[src/rtl/fifo_sync_prog.sv]
// Single-clock FIFO with programmable almost-full/almost-empty thresholds, fill count and flush.
// Define FIFO_SYNC_FWFT_EN for first-word-fall-through reads; otherwise reads are registered.
module fifo_sync_prog #(
    parameter int WIDTH     = 8,
    parameter int DEPTH     = 16,
    parameter int PTR_WIDTH = 4,
    parameter int AF_THRESH = DEPTH - 2,
    parameter int AE_THRESH = 2
) (
    input  logic                 clk_i,
    input  logic                 rst_n_i,
    input  logic                 flush_i,
    input  logic                 wr_en_i,
    input  logic [WIDTH-1:0]     wdata_i,
    output logic                 full_o,
    output logic                 almost_full_o,
    output logic                 wr_error_o,
    input  logic                 rd_en_i,
    output logic [WIDTH-1:0]     r_data_o,
    output logic                 empty_o,
    output logic                 almost_empty_o,
    output logic                 rd_error_o,
    output logic [PTR_WIDTH:0]   count_o
);

    localparam int CW = PTR_WIDTH + 1;
    localparam logic [CW-1:0] DEPTH_C = CW'(DEPTH);
    localparam logic [CW-1:0] AF_C    = CW'(AF_THRESH);
    localparam logic [CW-1:0] AE_C    = CW'(AE_THRESH);

    logic [WIDTH-1:0]     mem [DEPTH];
    logic [PTR_WIDTH-1:0] wr_ptr_q, wr_ptr_d;
    logic [PTR_WIDTH-1:0] rd_ptr_q, rd_ptr_d;
    logic [CW-1:0]        count_q, count_d;
    logic                 full_q, full_d;
    logic                 afull_q, afull_d;
    logic                 empty_q, empty_d;
    logic                 aempty_q, aempty_d;
    logic                 wr_err_q, wr_err_d;
    logic                 rd_err_q, rd_err_d;
    logic                 rd_acc, wr_acc;
    logic                 mem_we;

    // A write into a full FIFO is only legal when the same cycle frees a slot.
    always_comb begin
        rd_acc   = rd_en_i & ~empty_q;
        wr_acc   = wr_en_i & (~full_q | rd_acc);
        mem_we   = wr_acc & ~flush_i;
        wr_ptr_d = wr_ptr_q;
        rd_ptr_d = rd_ptr_q;
        count_d  = count_q;
        wr_err_d = wr_en_i & ~wr_acc;
        rd_err_d = rd_en_i & empty_q;

        if (flush_i) begin
            wr_ptr_d = '0;
            rd_ptr_d = '0;
            count_d  = '0;
            wr_err_d = 1'b0;
            rd_err_d = 1'b0;
        end else begin
            if (wr_acc) wr_ptr_d = wr_ptr_q + PTR_WIDTH'(1);
            if (rd_acc) rd_ptr_d = rd_ptr_q + PTR_WIDTH'(1);
            count_d = count_q + CW'(wr_acc) - CW'(rd_acc);
        end

        full_d   = (count_d == DEPTH_C);
        afull_d  = (count_d >= AF_C);
        empty_d  = (count_d == '0);
        aempty_d = (count_d <= AE_C);
    end

    always_ff @(posedge clk_i or negedge rst_n_i) begin
        if (!rst_n_i) begin
            wr_ptr_q <= '0;
            rd_ptr_q <= '0;
            count_q  <= '0;
            full_q   <= 1'b0;
            afull_q  <= 1'b0;
            empty_q  <= 1'b1;
            aempty_q <= 1'b1;
            wr_err_q <= 1'b0;
            rd_err_q <= 1'b0;
        end else begin
            wr_ptr_q <= wr_ptr_d;
            rd_ptr_q <= rd_ptr_d;
            count_q  <= count_d;
            full_q   <= full_d;
            afull_q  <= afull_d;
            empty_q  <= empty_d;
            aempty_q <= aempty_d;
            wr_err_q <= wr_err_d;
            rd_err_q <= rd_err_d;
        end
    end

    // Storage is deliberately left out of reset so it can map onto RAM.
    always_ff @(posedge clk_i) begin
        if (mem_we) mem[wr_ptr_q] <= wdata_i;
    end

`ifdef FIFO_SYNC_FWFT_EN
    assign r_data_o = mem[rd_ptr_q];
`else
    logic [WIDTH-1:0] rdata_q, rdata_d;

    always_comb begin
        rdata_d = rdata_q;
        if (rd_acc && !flush_i) rdata_d = mem[rd_ptr_q];
    end

    always_ff @(posedge clk_i or negedge rst_n_i) begin
        if (!rst_n_i) rdata_q <= '0;
        else          rdata_q <= rdata_d;
    end

    assign r_data_o = rdata_q;
`endif

    assign full_o         = full_q;
    assign almost_full_o  = afull_q;
    assign empty_o        = empty_q;
    assign almost_empty_o = aempty_q;
    assign wr_error_o     = wr_err_q;
    assign rd_error_o     = rd_err_q;
    assign count_o        = count_q;

endmodule

[config.mk]
export PLATFORM = sky130hd
export DESIGN_NAME = fifo_sync_prog
export DESIGN_NICKNAME = d
export VERILOG_FILES = /design/src/rtl/fifo_sync_prog.sv
export SDC_FILE = /design/constraint.sdc
export NUM_CORES = 1
export LEC_CHECK = 0
export ABC_AREA = 1
export CAP_MARGIN = 15
export CORE_ASPECT_RATIO = 1.5
export CORE_MARGIN = 2
export CORE_UTILIZATION = 30
export CTS_BUF_LIST = sky130_fd_sc_hd__clkbuf_8
export DETAILED_ROUTE_END_ITERATION = 8
export PLACE_DENSITY_LB_ADDON = 0.3
export SETUP_SLACK_MARGIN = 0.05
export SLEW_MARGIN = 20
export SYNTH_ARGS = -nofsm -noshare
export SYNTH_HDL_FRONTEND = slang
export SYNTH_SLANG_ARGS = --single-unit
export TNS_END_PERCENT = 5
[constraint.sdc]
create_clock -name clk_i -period 3.65 [get_ports clk_i]
set_input_delay 0.365 -clock clk_i [delete_from_list [all_inputs] [get_ports clk_i]]
set_output_delay 0.365 -clock clk_i [all_outputs]
set_load 0.005 [all_outputs]
==> results.txt <==
* Result of the run: finished clean
- The worst register-to-register path ends at empty_o.
- Synthesis-stage register bit count: 155
* Cell chosen for the clock root: sky130_fd_sc_hd__clkbuf_8
- Core footprint: ~0.022 mm^2
- CTS resizes: 0
- Data on the critical path is required at its endpoint by around 4 ns.
- Along the worst path, the maximum fanout reaches 5.
- DP Wirelength: 10,000 um
* DRC violations left: 0
* Peak Freq: 0.396 GHz
* Critical path arrival: 2.90 ns
- Largest net degree at the start of global routing: 66
- The area growth from synthesis to layout is 13.6%.
- The first detailed-routing pass ran for 5 iterations.
- The startpoint identified for the worst register-to-register timing path is empty_o.
* Clock insertion delay at the later pin of the skew report: roughly 0.45 ns
- For this run, the register share of the synthesized area comes to 0.692.
- By area the synthesized netlist is led by sky130_fd_sc_hd__edfxtp_1 59%, sky130_fd_sc_hd__nand2_1 13%, sky130_fd_sc_hd__dfrtp_1 9.6%.
- Relative slew slack: 0.367
- The final hold violation count came to 0.
- Minimum period implied by the final worst setup slack: 2.53 ns
- Worst-case setup margin in the final layout: 1.12 ns
- Share of the synthesized area in the top cell type: 0.588
* Horizontal die dimension: 125 um
* Biggest area consumer among synthesized cells: sky130_fd_sc_hd__edfxtp_1
* Yosys synthesis warning count: 0
* Total placed instance area: about 0.0071 mm^2
* Number of global-route vias before repair: 4,325
- Of the cells placed in the final design, the portion with a size suffix greater than 1 is 0.0740.
- Final Cell Area: roughly 0.0074 mm^2
- Final RePlAce weighted congestion: 0.791
- The clock passes through at most 2 buffers.
- Static leakage: ~0.0028 uW
* Area of the multi-input gates: around 0.0017 mm^2
- The routed layout has 4,226 vias.
- In this run, distinct cell masters in the synthesized netlist total 26.
- Synth Instances: 591
* Height of the chip: 185 um
* Pwr/cell area: between 500 and 600 mW/mm^2
* R2r setup slk: 1.12 ns
* Sequential cell area: about 0.0045 mm^2
- For this block, the initial DRC count from the detailed router was 218.
- The repair_antennas step left the layout with diodes totalling 0.
* Worst-case setup slack after placement: 0.806 ns
* Crit path launch type: flop
* Commonest cells after routing, fill and taps aside: 226 x sky130_fd_sc_hd__nand2_1, 128 x sky130_fd_sc_hd__edfxtp_1, 79 x sky130_fd_sc_hd__nand3_1
- Row count: 66
* Number of levels in the clock H-tree: 4
* Kind of path behind the tightest hold check: in2async
- Worst vdd rail ir drop: 267 uV
* Setup-violating endpoint count in the final report: 0
- Measured in cells, the most critical reg-to-reg path has a length of 13.
- For this design the top-level I/O count stands at 32.
- Setup repair after global routing left no endpoint under its margin.
- Clock slew at reported path FFs: 0.09 ns
- In this run the cell area of the synthesized design comes to 0.00654 mm^2.
- After detailed routing, the number of vias per cell comes to around 4.7.
* Routed wire length: between 15,000 and 20,000 um
- Synthesis produced a netlist with a net count of 615.
* Worst-Margin Slew: 0.946 ns
* CTS tree: done
* Final max-slew violation count: 0
- Final #Nets: 646
- Die outline area: 0.0230 mm^2
- Between clock sinks in the finished design, the worst skew comes to about 0.018 ns.
* TritonCTS sink count: 155
* Global-route wire length before repair: 23,800 um
- Summed over all failing endpoints, the final setup total negative slack is 0 ns.
- Critical path capture point type: flop
* Effective utilization at floorplan: 0.303
- For this run, the share of the core covered by cells in the final layout is 0.345.
- Dividing the synthesized area by the synthesized cell count gives 11.1 um^2.
- After global routing the overflow that remains totals 0.
* Max Cap Violations: 0
- Worst Path Class, Setup: reg2reg
* Hold WS: 0.227 ns
- Post-route fraction of the period consumed by the critical path: 0.692
- Setup Fix Bufs, Post-CTS: 0
- The library cell used most frequently in the layout, excluding fill and tap cells, is sky130_fd_sc_hd__nand2_1.
- Dividing the detail-routed wire length by the instance count gives 16.7 um.
- Buffers inserted to repair hold after CTS numbered 0.
- The initial antenna violation count was 0.
* Overall fraction of global-route tracks in use: 0.137
- The layout has 2,138 filler cells.
- During placement, the flow inserted port buffers numbering 31.
- Post-route ant nets: 0
- Total CTS buffers: 17
power by group:
part	internal [uW]	total [uW]	switching [uW]
registers	2030	2110	76.7
logic	375	947	572
clock network	553	1230	679
worst max-delay path by stage:
stage          startpoint      end  cells past startpoint
6_report          empty_o  empty_o                     13
5_1_grt           empty_o   full_o                     13
4_1_cts           empty_o  empty_o                     13
3_5_place_dp      rd_en_i  empty_o                     13
3_3_place_gp      rd_en_i  empty_o                     13
2_1_floorplan     empty_o  empty_o                     13
area by class of cell:
| class | count | share of cell area |
|---|---|---|
| clock inverter | 15 | 0.0189 |
| sequential | 155 | 0.609 |
| multi-input combinational | 387 | 0.235 |
| inverter | 25 | 0.0133 |
| timing repair buffer | 36 | 0.0468 |
| tap | 272 | 0.0458 |
| clock buffer | 17 | 0.0315 |
per-layer routing:
layer / track usage / wire [um] / up-vias
li1: - / - / 2055
met2: 0.258 / 8360 / 66
met5: 0 / 0 / -
met4: 0.0638 / 297 / 0
met3: 0.0211 / 401 / 13
met1: 0.150 / 6060 / 2092
through the flow:
stage	instances	power [uW]
5_1_grt	907	4530
3_3_place_gp	875	3080
4_1_cts	907	4320
3_5_place_dp	875	3100
2_1_floorplan	591	2720
6_report	907	4290
cells in the mapped netlist, drive strengths merged:
cell	count
fa	1
o21ai	9
buf	23
edfxtp	128
ha	10
a21oi	20
dfstp	2
clkbuf	1
nand4	1
nor3	3
nand3	79
xnor2	1
dfrtp	25
nand2	227
nor2	36
inv	25
sequential cells by signal (all words and copies together) (netlist names), 4 cells and up:
| signal | cells |
|---|---|
| mem | 128 |
| r_data_o | 8 |
| count_o | 5 |
| rd_ptr_q | 4 |
| wr_ptr_q | 4 |
logic make-up (layout without fill, tap and decap cells):
kind of cell	count (synthesis)	after routing	synth area share
buf+inv	49	93	0.0417
compound gates	29	29	0.0222
fa+ha+maj	11	11	0.0222
xor+xnor	1	1	0.00134
simple gates	346	346	0.221
flops	155	155	0.692
worst max-delay path, stage by stage, from the launching register on:
cell                      delay, ns
sky130_fd_sc_hd__dfstp_2       0.54
sky130_fd_sc_hd__inv_1         0.06
sky130_fd_sc_hd__nand2_4       0.08
sky130_fd_sc_hd__nand2_1       0.07
sky130_fd_sc_hd__nand2_1       0.18
sky130_fd_sc_hd__ha_1          0.28
sky130_fd_sc_hd__inv_1         0.06
sky130_fd_sc_hd__ha_1          0.18
sky130_fd_sc_hd__fa_1          0.47
sky130_fd_sc_hd__inv_1         0.08
sky130_fd_sc_hd__nor2_1        0.05
sky130_fd_sc_hd__nor3_1        0.21
sky130_fd_sc_hd__nand2_1       0.10
sky130_fd_sc_hd__nor2_1        0.11
Note: power is estimated with default switching activity, not from simulation.
